--- src/rtl/debug_initiator_if.sv ---
// Debug initiator bus: host control, target command/response, and the result stream.
// The master modport belongs to the initiator; the slave modport belongs to whatever drives it.
interface debug_initiator_if;
  logic       start;
  logic [1:0] mode;
  logic       dbg_en;
  logic [7:0] cmd_out;
  logic [7:0] rsp_in;
  logic [7:0] rsp_oe;
  logic       res_valid;
  logic       res_ready;
  logic [7:0] res_data;
  logic       busy;
  logic       done;
  logic       err;

  modport master (
    input  start, mode, rsp_in, rsp_oe, res_ready,
    output dbg_en, cmd_out, res_valid, res_data, busy, done, err
  );

  modport slave (
    output start, mode, rsp_in, rsp_oe, res_ready,
    input  dbg_en, cmd_out, res_valid, res_data, busy, done, err
  );
endinterface

--- src/rtl/debug_initiator.sv ---
// Debug-port initiator: issues board/column/winner reads to a target over the uio bus and
// streams the decoded results through a valid/ready handshake.
module debug_initiator #(
  parameter int unsigned ROWS        = 6,
  parameter int unsigned COLS        = 7,
  parameter int unsigned WAIT_CYCLES = 2
) (
  input logic               clk,
  input logic               rst,
  debug_initiator_if.master bus
);

  typedef enum logic [2:0] {
    StIdle,
    StIssue,
    StWait,
    StSample,
    StPush,
    StDone
  } state_e;

  localparam logic [2:0] RowLast  = 3'(ROWS - 1);
  localparam logic [2:0] ColLast  = 3'(COLS - 1);
  localparam logic [2:0] WaitLast = 3'(WAIT_CYCLES - 1);
  localparam logic [7:0] OeDriven = 8'hFC;

  localparam logic [1:0] ModeBoard  = 2'd1;
  localparam logic [1:0] ModeColumn = 2'd2;
  localparam logic [1:0] ModeWinner = 2'd3;

  state_e     state_q, state_d;
  logic [1:0] mode_q, mode_d;
  logic [2:0] row_q, row_d;
  logic [2:0] col_q, col_d;
  logic [2:0] cnt_q, cnt_d;
  logic       dbg_en_q, dbg_en_d;
  logic [7:0] cmd_q, cmd_d;
  logic       res_valid_q, res_valid_d;
  logic [7:0] res_data_q, res_data_d;
  logic       busy_q, busy_d;
  logic       done_q, done_d;
  logic       err_q, err_d;

  logic       last_cell;

  assign last_cell = (row_q == RowLast) && (col_q == ColLast);

  always_comb begin
    state_d     = state_q;
    mode_d      = mode_q;
    row_d       = row_q;
    col_d       = col_q;
    cnt_d       = cnt_q;
    dbg_en_d    = dbg_en_q;
    cmd_d       = cmd_q;
    res_valid_d = res_valid_q;
    res_data_d  = res_data_q;
    busy_d      = busy_q;
    done_d      = 1'b0;
    err_d       = err_q;

    unique case (state_q)
      StIdle: begin
        if (bus.start) begin
          if (bus.mode != 2'd0) begin
            state_d  = StIssue;
            mode_d   = bus.mode;
            row_d    = 3'd0;
            col_d    = 3'd0;
            busy_d   = 1'b1;
            dbg_en_d = 1'b1;
            err_d    = 1'b0;
          end else begin
            // Illegal request: report and finish without touching the target.
            state_d = StDone;
            done_d  = 1'b1;
            err_d   = 1'b1;
          end
        end
      end

      StIssue: begin
        cmd_d   = {row_q, col_q, mode_q};
        cnt_d   = 3'd0;
        state_d = StWait;
      end

      StWait: begin
        cnt_d = cnt_q + 3'd1;
        if (cnt_q == WaitLast) begin
          state_d = StSample;
        end
      end

      StSample: begin
        if (bus.rsp_oe != OeDriven) begin
          err_d = 1'b1;
        end
        unique case (mode_q)
          ModeBoard:  res_data_d = {row_q, col_q, bus.rsp_in[7:6]};
          ModeColumn: res_data_d = {5'b0, bus.rsp_in[7:5]};
          ModeWinner: res_data_d = {6'b0, bus.rsp_in[7:6]};
          default:    res_data_d = res_data_q;
        endcase
        res_valid_d = 1'b1;
        state_d     = StPush;
      end

      StPush: begin
        if (bus.res_ready) begin
          res_valid_d = 1'b0;
          if ((mode_q == ModeBoard) && !last_cell) begin
            if (col_q == ColLast) begin
              col_d = 3'd0;
              row_d = row_q + 3'd1;
            end else begin
              col_d = col_q + 3'd1;
            end
            state_d = StIssue;
          end else begin
            state_d  = StDone;
            done_d   = 1'b1;
            busy_d   = 1'b0;
            dbg_en_d = 1'b0;
            cmd_d    = 8'h00;
          end
        end
      end

      StDone: begin
        state_d = StIdle;
      end

      default: begin
        state_d = StIdle;
      end
    endcase
  end

  always_ff @(posedge clk) begin
    if (rst) begin
      state_q     <= StIdle;
      mode_q      <= 2'd0;
      row_q       <= 3'd0;
      col_q       <= 3'd0;
      cnt_q       <= 3'd0;
      dbg_en_q    <= 1'b0;
      cmd_q       <= 8'h00;
      res_valid_q <= 1'b0;
      res_data_q  <= 8'h00;
      busy_q      <= 1'b0;
      done_q      <= 1'b0;
      err_q       <= 1'b0;
    end else begin
      state_q     <= state_d;
      mode_q      <= mode_d;
      row_q       <= row_d;
      col_q       <= col_d;
      cnt_q       <= cnt_d;
      dbg_en_q    <= dbg_en_d;
      cmd_q       <= cmd_d;
      res_valid_q <= res_valid_d;
      res_data_q  <= res_data_d;
      busy_q      <= busy_d;
      done_q      <= done_d;
      err_q       <= err_d;
    end
  end

  assign bus.dbg_en    = dbg_en_q;
  assign bus.cmd_out   = cmd_q;
  assign bus.res_valid = res_valid_q;
  assign bus.res_data  = res_data_q;
  assign bus.busy      = busy_q;
  assign bus.done      = done_q;
  assign bus.err       = err_q;

endmodule
--- src/flat_wrapper.sv ---
// flat-port wrapper written by rule: the top's interface ports become plain ports
module debug_initiator_flat 
#(
  parameter int unsigned ROWS        = 6,
  parameter int unsigned COLS        = 7,
  parameter int unsigned WAIT_CYCLES = 2
)
  (clk, rst, bus_start, bus_mode, bus_rsp_in, bus_rsp_oe, bus_res_ready, bus_dbg_en, bus_cmd_out, bus_res_valid, bus_res_data, bus_busy, bus_done, bus_err);
  debug_initiator_if bus_i ();
  input logic clk;
  input logic rst;
  input wire logic [$bits(bus_i.start)-1:0] bus_start;
  input wire logic [$bits(bus_i.mode)-1:0] bus_mode;
  input wire logic [$bits(bus_i.rsp_in)-1:0] bus_rsp_in;
  input wire logic [$bits(bus_i.rsp_oe)-1:0] bus_rsp_oe;
  input wire logic [$bits(bus_i.res_ready)-1:0] bus_res_ready;
  output wire logic [$bits(bus_i.dbg_en)-1:0] bus_dbg_en;
  output wire logic [$bits(bus_i.cmd_out)-1:0] bus_cmd_out;
  output wire logic [$bits(bus_i.res_valid)-1:0] bus_res_valid;
  output wire logic [$bits(bus_i.res_data)-1:0] bus_res_data;
  output wire logic [$bits(bus_i.busy)-1:0] bus_busy;
  output wire logic [$bits(bus_i.done)-1:0] bus_done;
  output wire logic [$bits(bus_i.err)-1:0] bus_err;
  assign bus_i.start = bus_start;
  assign bus_i.mode = bus_mode;
  assign bus_i.rsp_in = bus_rsp_in;
  assign bus_i.rsp_oe = bus_rsp_oe;
  assign bus_i.res_ready = bus_res_ready;
  assign bus_dbg_en = bus_i.dbg_en;
  assign bus_cmd_out = bus_i.cmd_out;
  assign bus_res_valid = bus_i.res_valid;
  assign bus_res_data = bus_i.res_data;
  assign bus_busy = bus_i.busy;
  assign bus_done = bus_i.done;
  assign bus_err = bus_i.err;
  debug_initiator #(.ROWS(ROWS), .COLS(COLS), .WAIT_CYCLES(WAIT_CYCLES)) u_core (.clk(clk), .rst(rst), .bus(bus_i));
endmodule
--- config.mk ---
export PLATFORM = sky130hd
export DESIGN_NAME = debug_initiator_flat
export DESIGN_NICKNAME = d
export VERILOG_FILES = /design/src/rtl/debug_initiator_if.sv /design/src/rtl/debug_initiator.sv /design/src/flat_wrapper.sv
export SDC_FILE = /design/constraint.sdc
export NUM_CORES = 1
export LEC_CHECK = 0
export CORE_MARGIN = 2
export CORE_UTILIZATION = 27
export CTS_BUF_LIST = sky130_fd_sc_hd__clkbuf_8
export CTS_CLUSTER_SIZE = 30
export DETAILED_ROUTE_END_ITERATION = 16
export GPL_TIMING_DRIVEN = 0
export PLACE_DENSITY = 0.55
export SYNTH_ARGS = -nofsm -noshare
export SYNTH_HDL_FRONTEND = slang
export SYNTH_SLANG_ARGS = --single-unit
--- constraint.sdc ---
create_clock -name clk -period 2.4 [get_ports clk]
set_input_delay 0.48 -clock clk [delete_from_list [all_inputs] [get_ports clk]]
set_output_delay 0.48 -clock clk [all_outputs]
set_load 0.1 [all_outputs]
; ---- After elaboration in Yosys (flattened, before gate mapping)
; Index checks and enable logic that the tools add are counted.
; W data, S select, Z words.
[totals]
reg_bits = 34
latchBits = 0
ram_bits = 0
mem_bits_ro = 0
inputBits = 22
word_cells = 89
memories = 0
[op_classes]
addsub = 3
n_mul = 0
div = 0
magnitude_cmp = 0
n_eq_ne = 19
shifts = 0
mux = 36
n_bitwise = 0
n_reduce_logical = 20
[ops]
columns = op, count
row1 = $mux W3, 13
row2 = $pmux W8 S3, 1
row3 = $pmux W3 S2, 3
row4 = $mux W8, 2
row5 = $pmux W8 S2, 1
row6 = $pmux W3 S5, 1
row7 = $reduce_and A3 Y1, 4
row8 = $reduce_bool A2 Y1, 6
row9 = $mux W1, 11
row10 = $ne A2 B1 Y1 const B, 5
row11 = $reduce_and A5 Y1, 2
row12 = $add A3 B1 Y3 const B, 3
row13 = $eq A3 B3 Y1 const B, 3
row14 = $ne A8 B8 Y1 const B, 1
row15 = $pmux W1 S2, 4
row16 = $eq A3 B1 Y1 const B, 2
row17 = $eq A3 B2 Y1 const B, 2
row18 = $ne A2 B2 Y1 const B, 3
row19 = $reduce_and A6 Y1, 1
row20 = $eq A2 B2 Y1 const B, 2
row21 = $reduce_and A2 Y1, 2
row22 = $logic_not A3 Y1, 1
row23 = $reduce_bool A3 Y1, 1
row24 = $eq A2 B1 Y1 const B, 1
row25 = 2 further kinds, 3

; ---- Logic depth before layout (Yosys ltp)
[depth]
word_depth = 7
depth_mapped = 6
ltp_nobuf = 6

; ---- Worst setup path after synthesis
; Ideal clock, no wire load.
[synth_timing]
path_type = register to output
from = register, netlist name u_core.bus.busy
to = output port bus_dbg_en
arrival_ns = 1.374
slack_ns = 0.546
stages_incl_launch_ff = 2
n_path_buf = 1
cell_sequence = dfxtp_1 > buf_4
[synth_lines]
columns = item, line_no
row1 = to (decl), flat_wrapper.sv:17  ; output wire logic [$bits(bus_i.dbg_en)-1:0] bus_dbg_en;

; ---- Final worst setup path
[layout_timing]
from = register u_core.res_data_q[6], in the netlist u_core.bus.res_data[6]
to = output port bus_res_data[6]
[layout_lines]
columns = item, line_no
row1 = from (decl), debug_initiator.sv:39  ; logic [7:0] res_data_q, res_data_d;
row2 = from (signal assigned), debug_initiator.sv:163  ; res_data_q <= res_data_d;
row3 = to (decl), flat_wrapper.sv:20  ; output wire logic [$bits(bus_i.res_data)-1:0] bus_res_data;
; No word-level cell between the ends.

==> impl_metrics.ini <==
[status]
outcome = finished, final reports clean

[die]
ios = 43
fp.dieArea_sq_um = 6840
chipHeight_um = 82.7
die_w_um = 82.7
initial_utilization = 0.281
rows = 28
core_area_sq_um = 5960

[worst_setup_path]
crit_required_ns = 1.92
worst_ep_arrival_time_ns = 1.81
cpLargestDelayFamily = buffers and inverters
path_class = register to output port
max_stage_delay_ns = 1.15
startpoint_type = register
cp_max_fo = 3
critPathSlowestCell = clkdlybuf4s50_1
cp-end-kind = output port
crit_chain = clkdlybuf4s50_1
crit_buf_inv = 1

[synthesis]
synth_compound_area_frac = 0.273
synthCells = 190
ys_seq_area_frac = 0.407
synth-edff-count = 0
avgSynthCellArea_sq_um = 8.80
yosysTopAreaCellShare = 0.407
synthXorXnorAreaFrac = 0.00524
synth_nets = 216
synthAdderAreaFrac = 0.0299
async_flop_share = 0
ys.warnings.count = 0
ys_dominant_reg_cell = dfxtp_1
synth.area.top_cells = dfxtp_1 41%, a22o_1 4.2%, ha_1 3.0%, nor2_1 2.9%, a21oi_1 2.7%
synth_seq_cells = 34
synth_top_family_by_area = compound AO/OA/AOI/OAI gates
yosys.area_share.simple = 0.202
muxShareOfSynthArea = 0.0120
synth_area_sq_um = 1670
ys_types = 50
synth_top_area_cell = dfxtp_1

[final_layout]
final_nets = 259
final_cell_mix = 35 x clkdlybuf4s50_1, 34 x dfxtp_1, 13 x nor2_1, 11 x inv_1, 9 x a21oi_1
fillCellCount = 619
drive_gt1_frac = 0.0940
final_common_cell = clkdlybuf4s50_1
n_antenna_cell = 0
syn2layout_area_growth_pct = 35.6

[placed_design]
gp_congestion = 0.773
dp_hpwl_um = 3080
portBuffers = 36

[power]
power_switching_uw = 430
power_frac_comb = 0.190
p_leak_nw = 0.819
clock_power_share = 0.418
vdd_drop_max_uv = 283
powerDensity_nw_per_um2 = 673
power.share.sequential = 0.393
p_sw_frac = 0.282
p_int_mw = 1.10

[sta]
slew_viol_final = 0
min_period_over_period = 0.954
skew_ns = 0.00863
grt_setup_unrepaired = false
setup_viol = 0
worst_pin_slew_ns = 1.02
hold_ws_ns = 0.478
setup_tns_ns = 0
fmax_ghz = 0.437
finalHoldViolCount = 0
fin_crit_ns = 2.29
maxSlewHeadroom = 0.317

[global_routing]
use_met2 = 0.213
grt_pass1_vias = 1445
antenna_found_initial = 0
met1_usage = 0.187
grt_max_degree = 13
gr-usage-met3 = 0.0293
globalRouteOverflowTotal = 0
grt_pass1_wl_um = 7120
grtUsageTotal = 0.134
grt_busiest_layer = met2

[flow_run]
cap_violations = 0

[clock_tree]
insertion_delay_ns = 0.29
cts_tree = yes
cts.sinks = 34
clockRootBuffer = clkbuf_8
clkTransAtPathRegs_ns = 0.08
clk_path_buf_depth = 2
htree_levels = 2
numCtsBuffers = 5
post-cts-setup-buffers = 0

[detailed_routing]
drtAntennaViolNets = 0
drt-total-wl_um = 4390
vias = 1575
firstDrtPassIters = 4
remaining_drc_errors = 0
via_per_inst = 5.10
post_drt_wl_per_cell_um = 14.2
drt_iter0_drc = 106

[hold_path]
min_path_type = register to register
[per-layer routing]
| layer | wire length (um) | vias to the layer above |
|---|---|---|
| met1 | 2250 | 751 |
| met2 | 1940 | 31 |
| met5 | 0 | - |
| met3 | 188 | 2 |
| li1 | - | 791 |
| met4 | 19 | 0 |
[layout make-up]
class / count / area [sq um] / share of cell area
Buffer: 15 / 68.8 / 0.0304
Clock buffer: 5 / 68.8 / 0.0304
Clock inverter: 3 / 68.8 / 0.0304
Inverter: 13 / 48.8 / 0.0215
Multi-Input combinational cell: 128 / 873 / 0.385
Sequential cell: 34 / 681 / 0.300
Tap cell: 75 / 93.8 / 0.0414
Timing Repair Buffer: 36 / 363 / 0.160
[power groups by stage]
stage          clock network, mW  logic (mW)  registers [mW]
3_5_place_dp                   0       0.288           0.612
6_report                   0.637       0.289           0.599
4_1_cts                    0.651       0.289           0.599
5_1_grt                    0.677       0.310           0.602
3_3_place_gp                   0       0.287           0.612
2_1_floorplan                  0       0.143           0.669
[synth_stat cells (4+ instances only)]
cell type and instances:
nor3_1 8, nor2_1 13, a21oi_1 9, buf_2 7, ha_1 4, o21ai_0 4
dfxtp_1 34, nand2_1 7, clkbuf_1 6, a22oi_1 6, o311ai_1 4, o21ai_1 4
o32ai_1 5, o22ai_1 5, inv_1 11, a22o_1 8, a31oi_1 4
[flip-flops by register name (all words and copies together) (netlist names)]
name                  cells
u_core.bus.cmd_out        8
u_core.bus.res_data       8
u_core.cnt_q              3
u_core.col_q              3
u_core.row_q              3
u_core.state_q            3
u_core.mode_q             2
u_core.bus.busy           1
u_core.bus.done           1
u_core.bus.err            1
u_core.bus.res_valid      1
[worst register-to-register path: stages (launching register included)]
cell      delay (ns)
dfxtp_1         0.47
nor2b_1         0.31
o311ai_1        0.15
a31oi_1         0.69
a22o_1          0.24
[stage by stage]
step                      cell area (sq um)  utilization  total power, mW  setup WS, ns  cells
after floorplan                        1670            -            0.812         0.546    190
after global placement                 2130        0.357            0.899         0.206    301
after detailed placement               2130        0.357            0.900         0.186    301
after CTS                              2260        0.380             1.54        0.0409    309
after global routing                   2270        0.380             1.59        0.0767    309
final                                  2270        0.380             1.53         0.111    309
[kinds of logic (layout without fill, tap and decap cells)]
kind of cell    Yosys count  after routing
compound gates           63             63
xor+xnor                  1              1
fa+ha+maj                 4              4
buf+inv                  28             72
flops                    34             34
mux                       2              2
simple gates             58             58
[final timing paths]
path	start	end	slack [ns]	cells after the start
max reg2reg	u_core.mode_q[0]	u_core.bus.cmd_out[3]	0.49	4
min	u_core.bus.cmd_out[7]	u_core.bus.cmd_out[7]	0.48	1
min reg2reg	u_core.bus.cmd_out[7]	u_core.bus.cmd_out[7]	0.48	1
max	u_core.bus.res_data[6]	bus_res_data[6]	0.11	1
[timing repair]
action / in CTS / in global routing
hold buffers: 0 / 0
endpoints found under the setup margin: 0 / 1
gates resized for setup: 0 / 1
(Power assumes the default switching activity.)
==> RTL edit 1 (same flow settings) <==
Take the reset off `res_data_q` and load it in a clocked block of its own.
--- a/src/rtl/debug_initiator.sv
+++ b/src/rtl/debug_initiator.sv
@@ -149,3 +149,2 @@
       res_valid_q <= 1'b0;
-      res_data_q  <= 8'h00;
       busy_q      <= 1'b0;
@@ -162,3 +161,2 @@
       res_valid_q <= res_valid_d;
-      res_data_q  <= res_data_d;
       busy_q      <= busy_d;
@@ -167,2 +165,6 @@
     end
+  end
+
+  always_ff @(posedge clk) begin
+    res_data_q <= res_data_d;
   end
Formal check against the unedited RTL: differs if rst is asserted again (counterexample within 10 cycles, from zero or initial values and one cycle with rst high); with rst held inactive, the same outputs for 10 cycles.
==> RTL edit 1 against the original RTL <==
Cell area shrank 3.4%; sequential power grew 5.3%; fmax is essentially flat; routed wire length shrank 18%; synthesized area shrank 5.0%; clock skew shrank 0.0023 ns; sequential cell count is the same; worst setup slack gained 0.0022 ns; total power grew 3.6%; critical endpoint is now bus_busy; largest power group unchanged; highest routed layer unchanged.
==> RTL edit 1: results (changes against the original RTL) <==
status complete, no violations (unchanged); area delta synth->final 37.8% (was 35.6%); worst clock skew 0.00633 ns (was 0.00863 ns); global placer's final weighted congestion 0.745 (was 0.773); Worst R2R Path Depth 3 (was 4); Worst Setup EP bus_busy (was bus_res_data[6]); Post-DP Area 2050 um^2 (was 2130 um^2); FF-to-FF End u_core.bus.res_data[5]$_DFFE_PP_ (was u_core.bus.cmd_out[3]$_SDFFE_PP0P_); first-pass GRT wire length 5660 um (was 7120 um); DP HPWL 2560 um (was 3080 um); Post-CTS Setup Inserts 0 (unchanged); vias in the first global route 1165 (was 1445); PortBufs 37 (was 36); overall routing resource usage 11.7% (was 13.4%); share of cells above drive strength 1 10.1% (was 9.40%); crit path launch u_core.bus.busy$_SDFFE_PP0P_ (was u_core.bus.res_data[6]$_SDFFE_PP0P_); Worst-Skew Late Latency 0.30 ns; Vias 1336 (was 1575); R2R Path Start u_core.state_q[0]$_SDFFE_PP0P_ (was u_core.mode_q[0]$_SDFFE_PP0P_); Clock-cell share 6.29% (was 6.07%); Iter 0 DRT Violations 36 (was 106); hold-critical path endpoint u_core.bus.res_valid$_SDFFE_PP0P_ (was u_core.bus.cmd_out[7]$_SDFFE_PP0P_); r2r setup slk 0.35 ns (was 0.49 ns); Synth cell types 51 (was 50); hold_sp u_core.bus.res_valid$_SDFFE_PP0P_ (was u_core.bus.cmd_out[7]$_SDFFE_PP0P_); critical path's slowest cell clkdlybuf4s50_1 (unchanged); Syn Nets 188 (was 216); Post-synth top cells dfxtp_1, nor2_1, nand2_1 (was dfxtp_1, nor2_1, inv_1); CP peak stage delay 1.15 ns (about the same); Avg WL per Cell 12.9 um (was 14.2 um); largest cells by area after synthesis dfxtp_1, edfxtp_1, a22o_1 (was dfxtp_1, a22o_1, ha_1); Seq/Total Area, Yosys 47.9% (was 40.7%); post-synthesis cell area 1590 um^2 (was 1670 um^2); Non-clock inverters 5 (was 13); Max VDD drop 0.365 mV (was 0.283 mV); Layout Nets 232 (was 259); EDFF count, synth 8 (was 0); Static Leak 0.785 nW (was 0.819 nW); filler cell count 594 (was 619); Multi-input gate area 762 um^2 (was 873 um^2); Worst Hold Depth 2 (was 1); slew margin rel. 34.4% (was 31.7%); Signal buffers 47 (was 51); CTS clk-pin slew, worst paths about 0.070 ns; Data buffer area share 19.2% (was 19.1%); fraction of area in registers 34.8% (was 30.0%); hold slack 0.470 ns (was 0.478 ns); count of multi-input gates 113 (was 128); Pre-Repair DR Iteration Count 4 (unchanged)
-- RTL edit 1: changes by cell type in the layout (fill, tap and decap cells not counted), moves of 6 or more --
| cell | change |
|---|---|
| a22oi_1 | -6 |
| buf_2 | -6 |
| dfxtp_1 | -8 |
| edfxtp_1 | +8 |
| inv_1 | -7 |
-- RTL edit 1: where the power goes --
part           switching, W  internal (W)
Sequential        0.0000232      0.000608
Combinational      0.000196      0.000111
Clock              0.000226      0.000416
-- RTL edit 1: kinds of logic after synthesis --
family / after synthesis / share of synthesized area (%)
AO/OA/AOI/OAI: 42 / 18.9
adder cells (fa/ha/maj): 4 / 3.15
AND/OR/NAND/NOR: 61 / 21.9
XOR/XNOR: 1 / 0.552
flip-flops: 34 / 47.9
buffers and inverters: 15 / 4.10
multiplexers: 5 / 3.47
-- RTL edit 1: per-layer routing --
layer  share of wire, %  wire length (um)  global-route usage, %  vias to the layer above
met3                7.3               261                   4.49                        4
met4                1.3                46                   4.58                        0
li1                   -                 -                      -                      674
met2                 44              1580                   18.3                       45
met5                  0                 0                      0                        -
met1                 48              1710                   14.6                      613
-- RTL edit 1: stage by stage --
stage / std cells / power (W) / setup slack, ns
global placement: 271 / 0.000950 / 0.145
detailed placement: 271 / 0.000951 / 0.143
finish: 279 / 0.00158 / 0.114
floorplan: 162 / 0.000860 / 0.552
global route: 279 / 0.00164 / 0.0711
CTS: 279 / 0.00159 / 0.0144
-- RTL edit 1: worst register-to-register path: stages, from the launching register on --
cell,delay [ns]
dfxtp_1,0.41
clkbuf_1,0.38
nand3_1,0.28
nor2_1,0.62
-- RTL edit 1: what timing repair did --
| item | CTS | global route |
|---|---|---|
| setup endpoints to repair | 0 | 1 |
| gates resized for setup | 0 | 1 |
| endpoints found under the hold margin | 0 | 0 |
==> RTL edit 2 (config.mk and constraints unchanged) <==
Made on the original files. `COLS` is set to 7 in 2 places; all go to 3.
--- a/src/rtl/debug_initiator.sv
+++ b/src/rtl/debug_initiator.sv
@@ -4,3 +4,3 @@
   parameter int unsigned ROWS        = 6,
-  parameter int unsigned COLS        = 7,
+  parameter int unsigned COLS        = 3,
   parameter int unsigned WAIT_CYCLES = 2
--- a/src/flat_wrapper.sv
+++ b/src/flat_wrapper.sv
@@ -4,3 +4,3 @@
   parameter int unsigned ROWS        = 6,
-  parameter int unsigned COLS        = 7,
+  parameter int unsigned COLS        = 3,
   parameter int unsigned WAIT_CYCLES = 2
Check against the original RTL: no difference found for any inputs over 10 cycles, from zero or initial values and one cycle with rst high; that may be too few to reach the edited logic, so the function may still have changed.
==> RTL edit 2 against the original RTL <==
Utilization is 0.37 points lower; sequential cell count stayed put; routed wire length is 5.6% lower; cell area is 1.5% lower; sequential share of layout area is 0.47 points higher; fmax is 0.32% higher; worst setup slack better by 0.0074 ns; global-route usage is 0.26 points higher; via count is 3.6% lower; synthesized area is 1.0% lower; total power is 7.8% lower; die area is 1.0% lower.
==> RTL edit 2: results (changes against the original RTL) <==
status complete, no violations (unchanged); initial antenna violation count 0 (unchanged); placed cell count 298 (was 301); worst clock skew 0.00487 ns (was 0.00863 ns); share of cells above drive strength 1 8.23% (was 9.40%); Int Pwr 0.000987 W (was 0.00110 W); Worst Tran Pin Value 0.973 ns (was 1.02 ns); Syn Nets 212 (was 216); largest cells by area after synthesis dfxtp_1, a21oi_1, nor2_1 (was dfxtp_1, a22o_1, ha_1); Synth cell types 49 (was 50); Iter 0 DRT Violations 88 (was 106); first-pass GRT wire length 7040 um (was 7120 um); Post-DP Area 2120 um^2 (was 2130 um^2); M1 wire length 2060 um (was 2250 um); largest net degree at the start of global routing 11 (was 13); area delta synth->final 34.9% (was 35.6%); count of multi-input gates 137 (was 128); synth warn 0 (unchanged); filler cell count 612 (was 619); Clock-cell share 4.94% (was 6.07%); Synth Area per Inst 8.89 um^2 (was 8.80 um^2); Layout Nets 256 (was 259); Vias 1518 (was 1575); Static Leak 0.778 nW (was 0.819 nW); total die area 6770 um^2 (was 6840 um^2); seq pwr 0.000612 W (was 0.000599 W); CTS clk-pin slew, worst paths around 0.07 ns; Combinational Power Share 21.5% (was 19.0%); CP peak stage delay 1.15 ns (about the same); PortBufs 37 (was 36); Pwr Density 631 nW/um^2 (was 673 nW/um^2); met3 WL 199 um (was 188 um); Non-clock inverters 5 (was 13); Num CTS Buffers 5 (unchanged); met2 Resource Use GR 20.8% (was 21.3%); # clk buffers 8 (was 5); met1 usage 18.4% (was 18.7%); Data buffer area share 18.8% (was 19.1%); Total Wirelength 4140 um (was 4390 um); Pre-Repair DR Iteration Count 4 (unchanged); Post-synth top cells dfxtp_1, nor2_1, a21oi_1 (was dfxtp_1, nor2_1, inv_1); dpl ws 0.145 ns (was 0.186 ns); Worst Hold Class register to register (unchanged); DP HPWL 3010 um (was 3080 um); Signal buffers 47 (was 51); Seq/Total Area, Yosys 41.1% (was 40.7%); overall routing resource usage 13.7% (was 13.4%); routed wl met2 1800 um (was 1940 um); Seq cells 34 (unchanged); crit-path max FO 3 (unchanged); global placer's final weighted congestion 0.774 (was 0.773); critical path's slowest cell clkdlybuf4s50_1 (unchanged); Avg WL per Cell 13.5 um (was 14.2 um); GR Layer Usage met3 3.26% (was 2.93%); Max VDD drop 0.278 mV (was 0.283 mV); clock root buffer clkbuf_8 (unchanged); Max H-tree Level 2 (unchanged); Multi-input gate area 908 um^2 (was 873 um^2)
-- RTL edit 2: logic make-up after synthesis --
family / after synthesis / share of synthesized area, %
adders and majority gates: 4 / 3.03
and+or+nand+nor: 69 / 23.9
muxes: 4 / 2.42
AOI/OAI and AO/OA: 59 / 25.0
DFF: 34 / 41.1
buffers and inverters: 15 / 3.93
xor gates and xnor gates: 1 / 0.530
-- RTL edit 2: path summary, 6_finish.rpt --
| kind | from | endpoint | slack, ns | depth (start not counted) |
|---|---|---|---|---|
| worst max-delay path | u_core.bus.busy$_SDFFE_PP0P_ | bus_busy | 0.12 | 1 |
| worst min-delay path | u_core.bus.res_valid$_SDFFE_PP0P_ | u_core.bus.res_valid$_SDFFE_PP0P_ | 0.46 | 2 |
| worst max register to register | u_core.state_q[2]$_SDFFE_PP0P_ | u_core.bus.cmd_out[0]$_SDFFE_PP0P_ | 0.43 | 5 |
| worst min register to register | u_core.bus.res_valid$_SDFFE_PP0P_ | u_core.bus.res_valid$_SDFFE_PP0P_ | 0.46 | 2 |
